File: src/rtl/summation_unit.sv
`default_nettype none
// ============================================================================
//  Module      : summation_unit
//  Description : Sequential summation engine. On start it computes
//                value + (value-1) + ... + 1 (modulo 2^WIDTH) using a Moore
//                control FSM that drives a down-counter / accumulator datapath.
//  Revision    : 1.0 - initial release
// ============================================================================
module summation_unit #(
    parameter int WIDTH = 8
) (
    input  logic             clk,
    input  logic             rst,       // asynchronous, active-low
    input  logic             start,
    input  logic [WIDTH-1:0] value,
    output logic [WIDTH-1:0] total,
    output logic             ready,
    output logic             overflow,
    output logic             mZero
);

    typedef enum logic [2:0] {
        S_IDLE  = 3'd0,
        S_INIT  = 3'd1,
        S_CHECK = 3'd2,
        S_ADD   = 3'd3,
        S_DEC   = 3'd4,
        S_DONE  = 3'd5
    } state_t;

    state_t r_state;
    state_t w_state_nxt;

    // Control strobes from the FSM to the datapath
    logic w_set;
    logic w_rac;
    logic w_cac;
    logic w_dec;
    logic w_ready;

    // Datapath registers
    logic [WIDTH-1:0] r_m;
    logic [WIDTH-1:0] r_ac;
    logic             r_ovf;

    // Extended sum exposes the carry out of the accumulator addition
    logic [WIDTH:0]   w_sum;

    assign w_sum = {1'b0, r_ac} + {1'b0, r_m};

    // State register
    always_ff @(posedge clk or negedge rst) begin
        if (!rst) begin
            r_state <= S_IDLE;
        end else begin
            r_state <= w_state_nxt;
        end
    end

    // Next-state logic and Moore strobe decode
    always_comb begin
        w_state_nxt = r_state;
        w_set       = 1'b0;
        w_rac       = 1'b0;
        w_cac       = 1'b0;
        w_dec       = 1'b0;
        w_ready     = 1'b0;
        case (r_state)
            S_IDLE: begin
                if (start) w_state_nxt = S_INIT;
            end
            S_INIT: begin
                w_set       = 1'b1;
                w_rac       = 1'b1;
                w_state_nxt = S_CHECK;
            end
            S_CHECK: begin
                w_state_nxt = mZero ? S_DONE : S_ADD;
            end
            S_ADD: begin
                w_cac       = 1'b1;
                w_state_nxt = S_DEC;
            end
            S_DEC: begin
                w_dec       = 1'b1;
                w_state_nxt = S_CHECK;
            end
            S_DONE: begin
                w_ready = 1'b1;
                // Stay here while start is held so a level request runs once
                if (!start) w_state_nxt = S_IDLE;
            end
            default: begin
                w_state_nxt = S_IDLE;
            end
        endcase
    end

    // Down-counter M: loaded from value on set, decremented on dec
    always_ff @(posedge clk or negedge rst) begin
        if (!rst) begin
            r_m <= '0;
        end else if (w_set) begin
            r_m <= value;
        end else if (w_dec) begin
            r_m <= r_m - 1'b1;
        end
    end

    // Accumulator AC: cleared on rac, accumulates M on cac
    always_ff @(posedge clk or negedge rst) begin
        if (!rst) begin
            r_ac <= '0;
        end else if (w_rac) begin
            r_ac <= '0;
        end else if (w_cac) begin
            r_ac <= w_sum[WIDTH-1:0];
        end
    end

    // Sticky overflow: cleared at the start of a run, set on any carry out
    always_ff @(posedge clk or negedge rst) begin
        if (!rst) begin
            r_ovf <= 1'b0;
        end else if (w_rac) begin
            r_ovf <= 1'b0;
        end else if (w_cac && w_sum[WIDTH]) begin
            r_ovf <= 1'b1;
        end
    end

    assign mZero    = (r_m == '0);
    assign total    = r_ac;
    assign overflow = r_ovf;
    assign ready    = w_ready;

endmodule
`default_nettype wire

File: config.mk
export PLATFORM = sky130hd
export DESIGN_NAME = summation_unit
export DESIGN_NICKNAME = d
export VERILOG_FILES = /design/src/rtl/summation_unit.sv
export SDC_FILE = /design/constraint.sdc
export NUM_CORES = 1
export LEC_CHECK = 0
export ABC_CLOCK_PERIOD_IN_PS = 5200
export CAP_MARGIN = 20
export CORE_MARGIN = 2
export CORE_UTILIZATION = 45
export DETAILED_ROUTE_END_ITERATION = 10
export DONT_BUFFER_PORTS = 1
export SYNTH_ARGS = -nofsm -noshare
export SYNTH_HDL_FRONTEND = slang
export SYNTH_SLANG_ARGS = --single-unit
File: constraint.sdc
create_clock -name clk -period 5.2 [get_ports clk]
set_clock_uncertainty 0.15 [all_clocks]
set_input_delay 1.3 -clock clk [delete_from_list [all_inputs] [get_ports clk]]
set_output_delay 1.3 -clock clk [all_outputs]
set_load 0.01 [all_outputs]
# Yosys cells after proc, flatten, opt, wreduce, memory -nomap -nowiden
# Index checks and enable logic that the tools add are counted.
[word_totals]
register_bits = 20
latch_bits = 0
mem_bits_rw = 0
romBits = 0
in_bits = 11
output_inout_bits = 11
elab_cells = 35
n_memories = 0
[classes]
add_sub_neg = 2
mul = 0
div = 0
magnitude_cmp = 0
eq_ne = 7
shift = 0
mux = 14
bitwise_logic = 0
n_reduce_logical = 8
[op_table]
columns = ["cell", "n"]
rows = [
  ["two-way mux 8 bit", 4],
  ["case mux 3 bit (5 select lines)", 1],
  ["adder 8 x 8 -> 9 bit", 1],
  ["two-way mux 3 bit", 3],
  ["zero test 8 bit", 1],
  ["subtractor 8 x 1 -> 8 bit, second input constant", 1],
  ["== test 3 x 2 -> 1 bit, second input constant", 2],
  ["== test 3 bit, second input constant", 2],
  ["two-way mux 1 bit", 6],
  ["nonzero test 2 bit", 3],
  ["inequality test 2 bit, second input constant", 2],
  ["== test 3 x 1 -> 1 bit, second input constant", 1],
  ["zero test 3 bit", 1],
  ["AND reduction 2 bit", 1],
  ["OR reduction 2 bit", 1],
  ["logical AND 1 bit", 1],
]

# Depth between registers and ports, before layout
[logic_depth]
ltp_word = 5
depth_mapped = 8
ltp_nobuf = 8

# Least setup slack after synthesis
# Ideal clock, no wire load.
[synth_timing]
path_kind = "reg-to-output"
startpoint = "reg r_m[5]"
endpoint = "out mZero"
arrival_time_ns = 0.888
required_time_ns = 3.750
setup_slack_ns = 2.862
path_stages_with_launch = 3
path_buffers = 0
path_cell_list = "dfrtp_1 -> nor3_1 -> and4_1"
[synth_between]
elab_chain_len = 1
[synth_rtl]
columns = ["element", "line_no", "source"]
rows = [
  ["start: declaration", "42", "logic [WIDTH-1:0] r_m;"],
  ["start signal: assignment", "104", "r_m <= value;"],
  ["start signal: assignment", "106", "r_m <= r_m - 1'b1;"],
  ["zero test 8 bit", "132", "assign mZero = (r_m == '0);"],
  ["end: declaration", "19", "output logic mZero"],
]
# Every way passes these cells.

# Final worst setup path
# Same ends and word-level chain as after synthesis.

==> summary.txt <==
Layout
  • Layout cell share with drive strength beyond 1: 0.0541
  • Layout fillers: 283
  • Area delta synth->final: 2.31%
  • Final Non-Filler Cells: 179
  • Antenna Cells: 0
  • Nets: 171

Power and ir drop
  • Switching part of the total: 0.479
  • Total chip power: 0.929 mW
  • Logic pwr share: 0.536
  • Switching power: 0.445 mW
  • Leak: 0.592 nW
  • Cell internal pwr: 0.484 mW
  • Pwr dens: 670 nW/um2
  • Reg power frac: 0.365
  • Clock share of power: 0.099
  • Worst-case vdd ir drop: 229 uV

Floorplanning
  • Die Ht: 58.9 um
  • Floorplan row count: 19
  • Core area: 2810 um2
  • I/O pin cnt: 22
  • Starting Density: 0.483
  • Die extent in x: 58.9 um
  • Die area: 3460 um2

Critical path
  • RR Endpoint: total[6]
  • CP Data Required Time: 3750 ps
  • FF-to-FF setup slack: 2890 ps
  • WS Path Type: flip-flop to primary output
  • Worst-path fanout max: 6
  • Critical path arrival: 1310 ps
  • Crit Reg-Reg Startpoint: total[0]
  • Reg2Reg Depth: 8
  • Worst setup EP type: primary output
  • Critical Path Start Type: flip-flop

GRT
  • First-pass GRT wire length: 4750 um
  • Largest net degree at the start of global routing: 21
  • Initial antenna violation count: 0
  • Aggregate global routing overflow: 0
  • GRT Resource Usage Total: 0.178
  • Number of global-route vias before repair: 1,037

Min path
  • Hold Path End: r_m[1]
  • Tightest Hold Check Type: flip-flop to flip-flop
  • Hold Path Origin: r_m[1]
  • Worst Hold Depth: 2

CTS
  • H-tree depth: 1
  • Worst skew pair latency: 300 ps
  • CTS resizes: 0
  • Post-CTS setup buffer count: 0
  • CTS tree: done
  • Num CTS Buffers: 3
  • Longest Clk Path Bufs: 2
  • CTS clk-pin slew, worst paths: 110 ps
  • # clock sinks: 20
  • Hold_buf cts: 0
  • Clk Tree Root Cell: clkbuf_4

Placement
  • Placer Congestion: 0.840
  • Hpwl dp: 2230 um
  • IO buf count: 0
  • Placed cells: 175

Yosys
  • Top-area cell type share of the netlist area: 0.370
  • Synth top area cells: dfrtp_1 (37%), ha_1 (9.2%), o21ai_0 (5.2%), a21oi_1 (4.1%), nor2_1 (3.9%)
  • Mapped Area: 1350 um2
  • Avg Cell Area, Syn: 9.03 um2
  • EDFF count, synth: 0
  • Register area share after synthesis: 0.370
  • Yosys reg bits: 20
  • Top_reg_cell synth: dfrtp_1
  • Top cells by count, synth: dfrtp_1 (20), nor2_1 (14), o21ai_0 (14), a21oi_1 (11), nand2_1 (11)
  • Unique masters post-synth: 40
  • Post-synthesis instance total: 150
  • Leading area contributor after synthesis: dfrtp_1
  • YS warnings: 0
  • Most frequent cell after synthesis: dfrtp_1
  • Syn_nets: 172
  • Ys async rst share: 1.00

Drt
  • Routed Antenna Nets: 0
  • Remaining DRCs: 3
  • WL/cell: 15.5 um
  • Drt first pass iters: 7
  • DRC violation total after the first TritonRoute iteration: 41
  • Via-to-Cell Ratio: 5.87
  • Drt total wl: 2780 um
  • DR vias: 1,050

Job
  • Max-Cap Viols: 0

Run status
  • Status: finished, violations left
  • Failing checks: design-rule violations

STA
  • Max Freq: 362 MHz
  • Setup violations, final: 0
  • Hold Violations, Final: 0
  • Worst-Margin Slew: 478 ps
  • RSZ-0062 raised after global routing: false
  • Final Cycle Share: 0.531
  • Fin Setup TNS: 0 ps
  • Slew headroom: 0.682
  • Slew Viols, Final: 0
  • Fin crit period: 2760 ps
[worst max-delay path: stages (launching register included)]
cell and delay, ps:
dfrtp_1 460, nor3_1 250, and4_1 310
[worst max-delay path by stage]
stage	to	slack (ps)	depth (start not counted)	from
finish	mZero	2440	2	r_m[5]
detailed placement	mZero	2760	2	r_m[5]
floorplan	mZero	2860	2	r_m[5]
CTS	mZero	2410	2	r_m[5]
global placement	mZero	2790	2	r_m[5]
global route	mZero	2320	2	r_m[5]
[cells by family after synthesis]
kind of cell    share of synthesized area
xor+xnor                           0.0129
fa+ha+maj                           0.107
buf+inv                            0.0490
compound gates                      0.279
flops                               0.370
simple gates                        0.182
[cells in the final DEF (no fill, tap or decap), types with 3 or more instances in the layout]
cell      instances
nand2_1          11
o21ai_0          14
nand2b_1          5
inv_1             6
ha_1             10
nor2b_1           3
dfrtp_1          20
o31ai_1           4
nor3_1           10
o21a_1            3
nor2_1           14
a211oi_1          3
a21oi_1          11
clkbuf_4          3
[per-layer routing]
| layer | part of all wire | global-route usage | wire [um] | vias to the layer above |
|---|---|---|---|---|
| met3 | 0.045 | 0.0352 | 125 | 2 |
| met1 | 0.48 | 0.240 | 1330 | 488 |
| met2 | 0.47 | 0.294 | 1300 | 16 |
| met5 | 0 | 0 | 0 | - |
| met4 | 0.0068 | 0.0422 | 19 | 0 |
| li1 | - | - | - | 544 |
[metrics by stage]
step | utilization | area [um2] | setup WS (ps) | hold WS (ps)
final | 0.494 | 1390 | 2440 | 402
after global routing | 0.494 | 1390 | 2320 | 446
after CTS | 0.494 | 1390 | 2410 | 412
after detailed placement | 0.481 | 1350 | 2760 | 384
after global placement | 0.481 | 1350 | 2790 | 372
after floorplan | - | 1350 | 2860 | 332
[cell type report]
| type | instances | area (um2) | area share |
|---|---|---|---|
| Inverter | 6 | 22.5 | 0.0163 |
| Tap cell | 31 | 38.8 | 0.0280 |
| Multi-Input combinational cell | 118 | 787 | 0.568 |
| Clock buffer | 4 | 36.3 | 0.0262 |
| Sequential cell | 20 | 500 | 0.361 |
[power by group through the flow]
stage               combinational, mW  sequential, mW  clock, mW
floorplan                       0.471           0.290          0
CTS                             0.504           0.338     0.0965
detailed placement              0.501           0.342          0
finish                          0.498           0.339     0.0918
global route                    0.577           0.351      0.102
global placement                0.502           0.339          0
[sequential cells by signal (all words and copies together), names as in the netlist]
signal	count
r_state	3
overflow	1
total	8
r_m	8
No activity file was read; power rests on OpenSTA's default activity.
==> edit 1 (same flow settings) <==
Register the output `overflow` once more, cleared by the reset; this adds one clock of latency there. The other outputs are not delayed to match.
--- a/src/rtl/summation_unit.sv
+++ b/src/rtl/summation_unit.sv
@@ -131,7 +131,13 @@
 
     assign mZero    = (r_m == '0);
     assign total    = r_ac;
-    assign overflow = r_ovf;
+    always_ff @(posedge clk or negedge rst) begin
+        if (!rst) begin
+            overflow <= '0;
+        end else begin
+            overflow <= r_ovf;
+        end
+    end
     assign ready    = w_ready;
 
 endmodule
Check against the original RTL: not equivalent (a bounded check fails within 10 cycles, from zero or initial values and one cycle with rst low).
==> edit 1 against the original RTL <==
  * Maximum frequency down 8.2%
  * Power up 3.8%
  * Cell count down 1.1%
  * Sequential cell count up 1
  * Critical path depth up 1
  * Routed wire length up 11%
  * Die area up 1.9%
  * Setup slack worse by 0.25 ns
  * Synthesized area up 2.0%
  * Global-route usage up 0.64 points
  * Design area up 2.0%
==> edit 1: results (changes against the original RTL) <==
{| class="wikitable"
! Metric !! Value
|-
| Run status || completed
|-
| Length of routed met2 wiring || 1410 um (+8.4%)
|-
| Worst hold stages || 0 (-2)
|-
| Met1 WL || 1400 um (+4.9%)
|-
| Number of standard cells after synthesis || 145 (-3.3%)
|-
| Largest cells by area after synthesis || sky130_fd_sc_hd__dfrtp_1, sky130_fd_sc_hd__ha_1, sky130_fd_sc_hd__o21ai_0, sky130_fd_sc_hd__nand2_1, sky130_fd_sc_hd__a21oi_1
|-
| Slew @ Worst Pin || 0.848 ns (+0.370 ns)
|-
| Final Instance Count excl. Fillers || 177 (-1.1%)
|-
| Seq cells post-synth || 21 (+5.0%)
|-
| Met3 routing resource usage after global routing || 3.93% (+0.41 points)
|-
| Post-place setup slack || 2.54 ns (-0.220 ns)
|-
| Register share of total power || 36.7% (+0.2 points)
|-
| Fraction of area in multi-input gates || 56.4% (-0.40 points)
|-
| Register area || 526 sq um (+5.0%)
|-
| Power in the clock group || 82.5 uW (-10%)
|-
| Number of design-rule violations left by the first detailed-router iteration || 46 (+12%)
|-
| Sequential share of the synthesized area || 38.0% (+1.1 points)
|-
| Arrival time of data at the critical path endpoint || 1.56 ns (+0.25 ns)
|-
| Reg-to-reg critical path startpoint || r_m[0]
|-
| Via count of the first global-routing pass || 1008 (-2.8%)
|-
| Filler cells || 274 (-3.2%)
|-
| Post-route setup slack || 2.19 ns (-0.245 ns)
|-
| Clock-cell share || 1.86% (-0.76 points)
|-
| Multi-input gates || 113 (-4.2%)
|-
| Vias per cell || 6.25 (+6.5%)
|-
| Cell leakage power || 0.643 nW (+8.7%)
|-
| Worst min-delay path endpoint || overflow
|-
| HPWL Detailed || 2320 um (+4.1%)
|-
| Post-synth top cells || sky130_fd_sc_hd__dfrtp_1, sky130_fd_sc_hd__nand2_1, sky130_fd_sc_hd__nor2_1
|-
| Worst vdd ir || 327 uV (+43%)
|-
| R2R Setup Slk || 3.00 ns (+0.11 ns)
|-
| Switching part of the total power || 48.9% (+0.95 points)
|-
| Total nets after synthesis || 167 (-2.9%)
|}
## edit 1: cell count changes after synthesis, sizes merged, moves of 3 or more
cell | unedited run | this run
and3 | 0 | 3
nand2 | 11 | 14
nor3 | 10 | 4
o41ai | 1 | 4
## edit 1: worst max-delay path: stages (launching register included)
cell,delay (ns)
sky130_fd_sc_hd__dfrtp_1,0.45
sky130_fd_sc_hd__nor2_1,0.19
sky130_fd_sc_hd__nor4b_4,0.30
sky130_fd_sc_hd__and3b_1,0.31
## edit 1: stage by stage
stage	utilization, %	instance area [sq um]
2_1_floorplan	-	1380
3_5_place_dp	46.6	1390
5_1_grt	47.4	1410
3_3_place_gp	46.6	1390
4_1_cts	47.4	1410
6_report	47.4	1410
## edit 1: kinds of logic after synthesis
family,Yosys count,share of synthesized area [%]
compound gates,54,26.8
simple gates,47,19.7
flops,21,38.0
buf+inv,11,4.26
fa+ha+maj,11,10.5
xor+xnor,1,0.634
==> edit 2 (config.mk and constraints unchanged) <==
Without the edit above. Re-encode `state_t` (6 states) as one-hot, 6 bits wide.
--- a/src/rtl/summation_unit.sv
+++ b/src/rtl/summation_unit.sv
@@ -19,13 +19,13 @@
     output logic             mZero
 );
 
-    typedef enum logic [2:0] {
-        S_IDLE  = 3'd0,
-        S_INIT  = 3'd1,
-        S_CHECK = 3'd2,
-        S_ADD   = 3'd3,
-        S_DEC   = 3'd4,
-        S_DONE  = 3'd5
+    typedef enum logic [5:0] {
+        S_IDLE  = 6'b000001,
+        S_INIT  = 6'b000010,
+        S_CHECK = 6'b000100,
+        S_ADD   = 6'b001000,
+        S_DEC   = 6'b010000,
+        S_DONE  = 6'b100000
     } state_t;
 
     state_t r_state;
Formal check against the unedited RTL: same outputs for any inputs over 10 cycles, from zero or initial values and one cycle with rst low; not proved beyond that.
==> edit 2 against the original RTL <==
  * Register-to-register slack worse by 0.09 ns
  * Synthesized area is 2.4% higher
  * Setup slack worse by 0.51 ns
  * Design area is 4.2% higher
  * Power is 5.7% lower
  * Largest cell class unchanged
  * Highest routed layer unchanged
  * Largest power group unchanged
  * Routed wire length is 3.4% lower
  * Hold slack worse by 0.015 ns
  * Sequential cell count is 3 higher
==> edit 2: results (changes against the original RTL) <==
{| class="wikitable"
! Metric !! Value
|-
| Aggregate negative setup slack || 0 ns (unchanged)
|-
| Fraction of layout instances using a drive strength above 1 || 9.93% (+4.5 points)
|-
| Path category of the worst min-delay check || reg -> reg
|-
| Final weighted congestion in routability-driven placement || 0.888 (+5.7%)
|-
| Area post-placement || 1420 sq um (+5.0%)
|-
| TritonCTS Buffers || 3 (unchanged)
|-
| Worst slew margin relative to its limit || 54.1% (-14 points)
|-
| HPWL Detailed || 2020 um (-9.3%)
|-
| Antenna fix cells || 0 (unchanged)
|-
| First element of the critical path || r_state[1]
|-
| FF-to-FF path depth || 4 (-4)
|-
| R2R Setup Slk || 2.80 ns (-0.09 ns)
|-
| Clock slew seen by the registers of the worst setup and hold paths || 0.12 ns
|-
| Post CTS Setup Buffer Count || 0 (unchanged)
|-
| Number of design-rule violations left by the first detailed-router iteration || 56 (+37%)
|-
| Worst min-delay path endpoint || r_state[1]
|-
| Post-place setup slack || 2.28 ns (-0.479 ns)
|-
| Post-synth ARST share || 100% (unchanged)
|-
| Worst vdd ir || 231 uV (+0.76%)
|-
| H-tree level count || 1 (unchanged)
|-
| Via count of the first global-routing pass || 989 (-4.6%)
|-
| Largest fanout on the critical path || 5 (-1)
|-
| First-pass GRT wire length || 4420 um (-7.0%)
|-
| Primary FF master, synth || sky130_fd_sc_hd__dfrtp_1
|-
| Overall Global Routing Usage || 16.8% (-1.0 points)
|-
| Final WL || 2680 um (-3.4%)
|-
| Root Buffer Master || sky130_fd_sc_hd__clkbuf_4
|-
| Port-buffer cells || 0 (unchanged)
|-
| Arrival time of data at the critical path endpoint || 1.82 ns (+0.51 ns)
|-
| Vias per cell || 5.91 (+0.82%)
|-
| Min-delay src || r_state[0]
|-
| Detailed-routing iteration count for the pre-antenna-repair pass || 4 (-3)
|-
| Worst hold margin || 0.387 ns (-0.0155 ns)
|-
| Post-cts gate resize count || 0 (unchanged)
|-
| Largest cells by area after synthesis || sky130_fd_sc_hd__dfrtp_1, sky130_fd_sc_hd__ha_1, sky130_fd_sc_hd__a21oi_1, sky130_fd_sc_hd__xnor2_1, sky130_fd_sc_hd__nor2_1
|-
| Maximum number of buffers from clock root to sink || 2 (unchanged)
|-
| Initial antenna violation count || 0 (unchanged)
|-
| Post-synth top cells || sky130_fd_sc_hd__dfrtp_1, sky130_fd_sc_hd__nor2_1, sky130_fd_sc_hd__a21oi_1
|-
| Worst hold stages || 2 (unchanged)
|-
| Destination of the worst register-to-register timing path || total[4]
|-
| Reg-to-reg critical path startpoint || r_state[4]
|-
| Cell leakage power || 0.666 nW (+13%)
|-
| Count of warnings emitted by yosys || 0 (unchanged)
|-
| Number of distinct library cell variants in the gate-level netlist after synthesis || 34 (-15%)
|-
| Sequential share of the synthesized area || 41.6% (+4.6 points)
|-
| Final nets || 164 (-4.1%)
|-
| Clock network latency to the later pin of the worst-skew pair || 0.30 ns (about the same)
|-
| Run status || completed
|-
| Maximum number of pins on one net before global-route repair || 24 (+14%)
|}
edit 2: worst max-delay path by stage:
stage	to	slack [ns]	depth (start not counted)
2_1_floorplan	ready	2.35	2
3_3_place_gp	ready	2.29	2
3_5_place_dp	ready	2.28	2
4_1_cts	ready	1.92	2
5_1_grt	ready	1.83	2
6_report	ready	1.93	2
edit 2: power by group:
group          internal (mW)  leakage, nW  total (mW)  switching, mW
Combinational          0.219        0.353       0.433          0.214
Sequential             0.253        0.294       0.362          0.109
Clock                 0.0287       0.0177      0.0812         0.0526
Total                  0.500        0.666       0.875          0.375
edit 2: kinds of logic (layout without fill, tap and decap cells):
group / count (synthesis) / after routing / synth area share (%)
AO/OA/AOI/OAI: 41 / 41 / 18.8
flip-flops: 23 / 23 / 41.6
XOR/XNOR: 11 / 11 / 6.95
multiplexers: 3 / 3 / 2.71
buffers and inverters: 7 / 8 / 1.89
adder cells (fa/ha/maj): 11 / 11 / 10.5
AND/OR/NAND/NOR: 44 / 44 / 17.6
edit 2: final cells by class:
cell class	count	area [sq um]
multi-input combinational	110	783
inverter	4	15.0
clock buffer	3	22.5
tap	33	41.3
sequential	23	577
fill	309	1560
clock inverter	1	5.00
edit 2: metrics by stage:
stage / power, mW / instances
floorplan: 0.710 / 140
global placement: 0.788 / 170
detailed placement: 0.795 / 170
CTS: 0.883 / 174
global route: 0.960 / 174
finish: 0.875 / 174
edit 2: worst max-delay path, cell delays in order (launching register included):
cell	delay, ns
sky130_fd_sc_hd__dfrtp_1	0.45
sky130_fd_sc_hd__or4_4	0.60
sky130_fd_sc_hd__nor3b_1	0.47
edit 2: metal layers:
layer	GRT usage [%]	wire length, um
met1	24.4	1300
met2	24.3	1240
met3	3.71	129
met4	6.03	20
met5	0	0
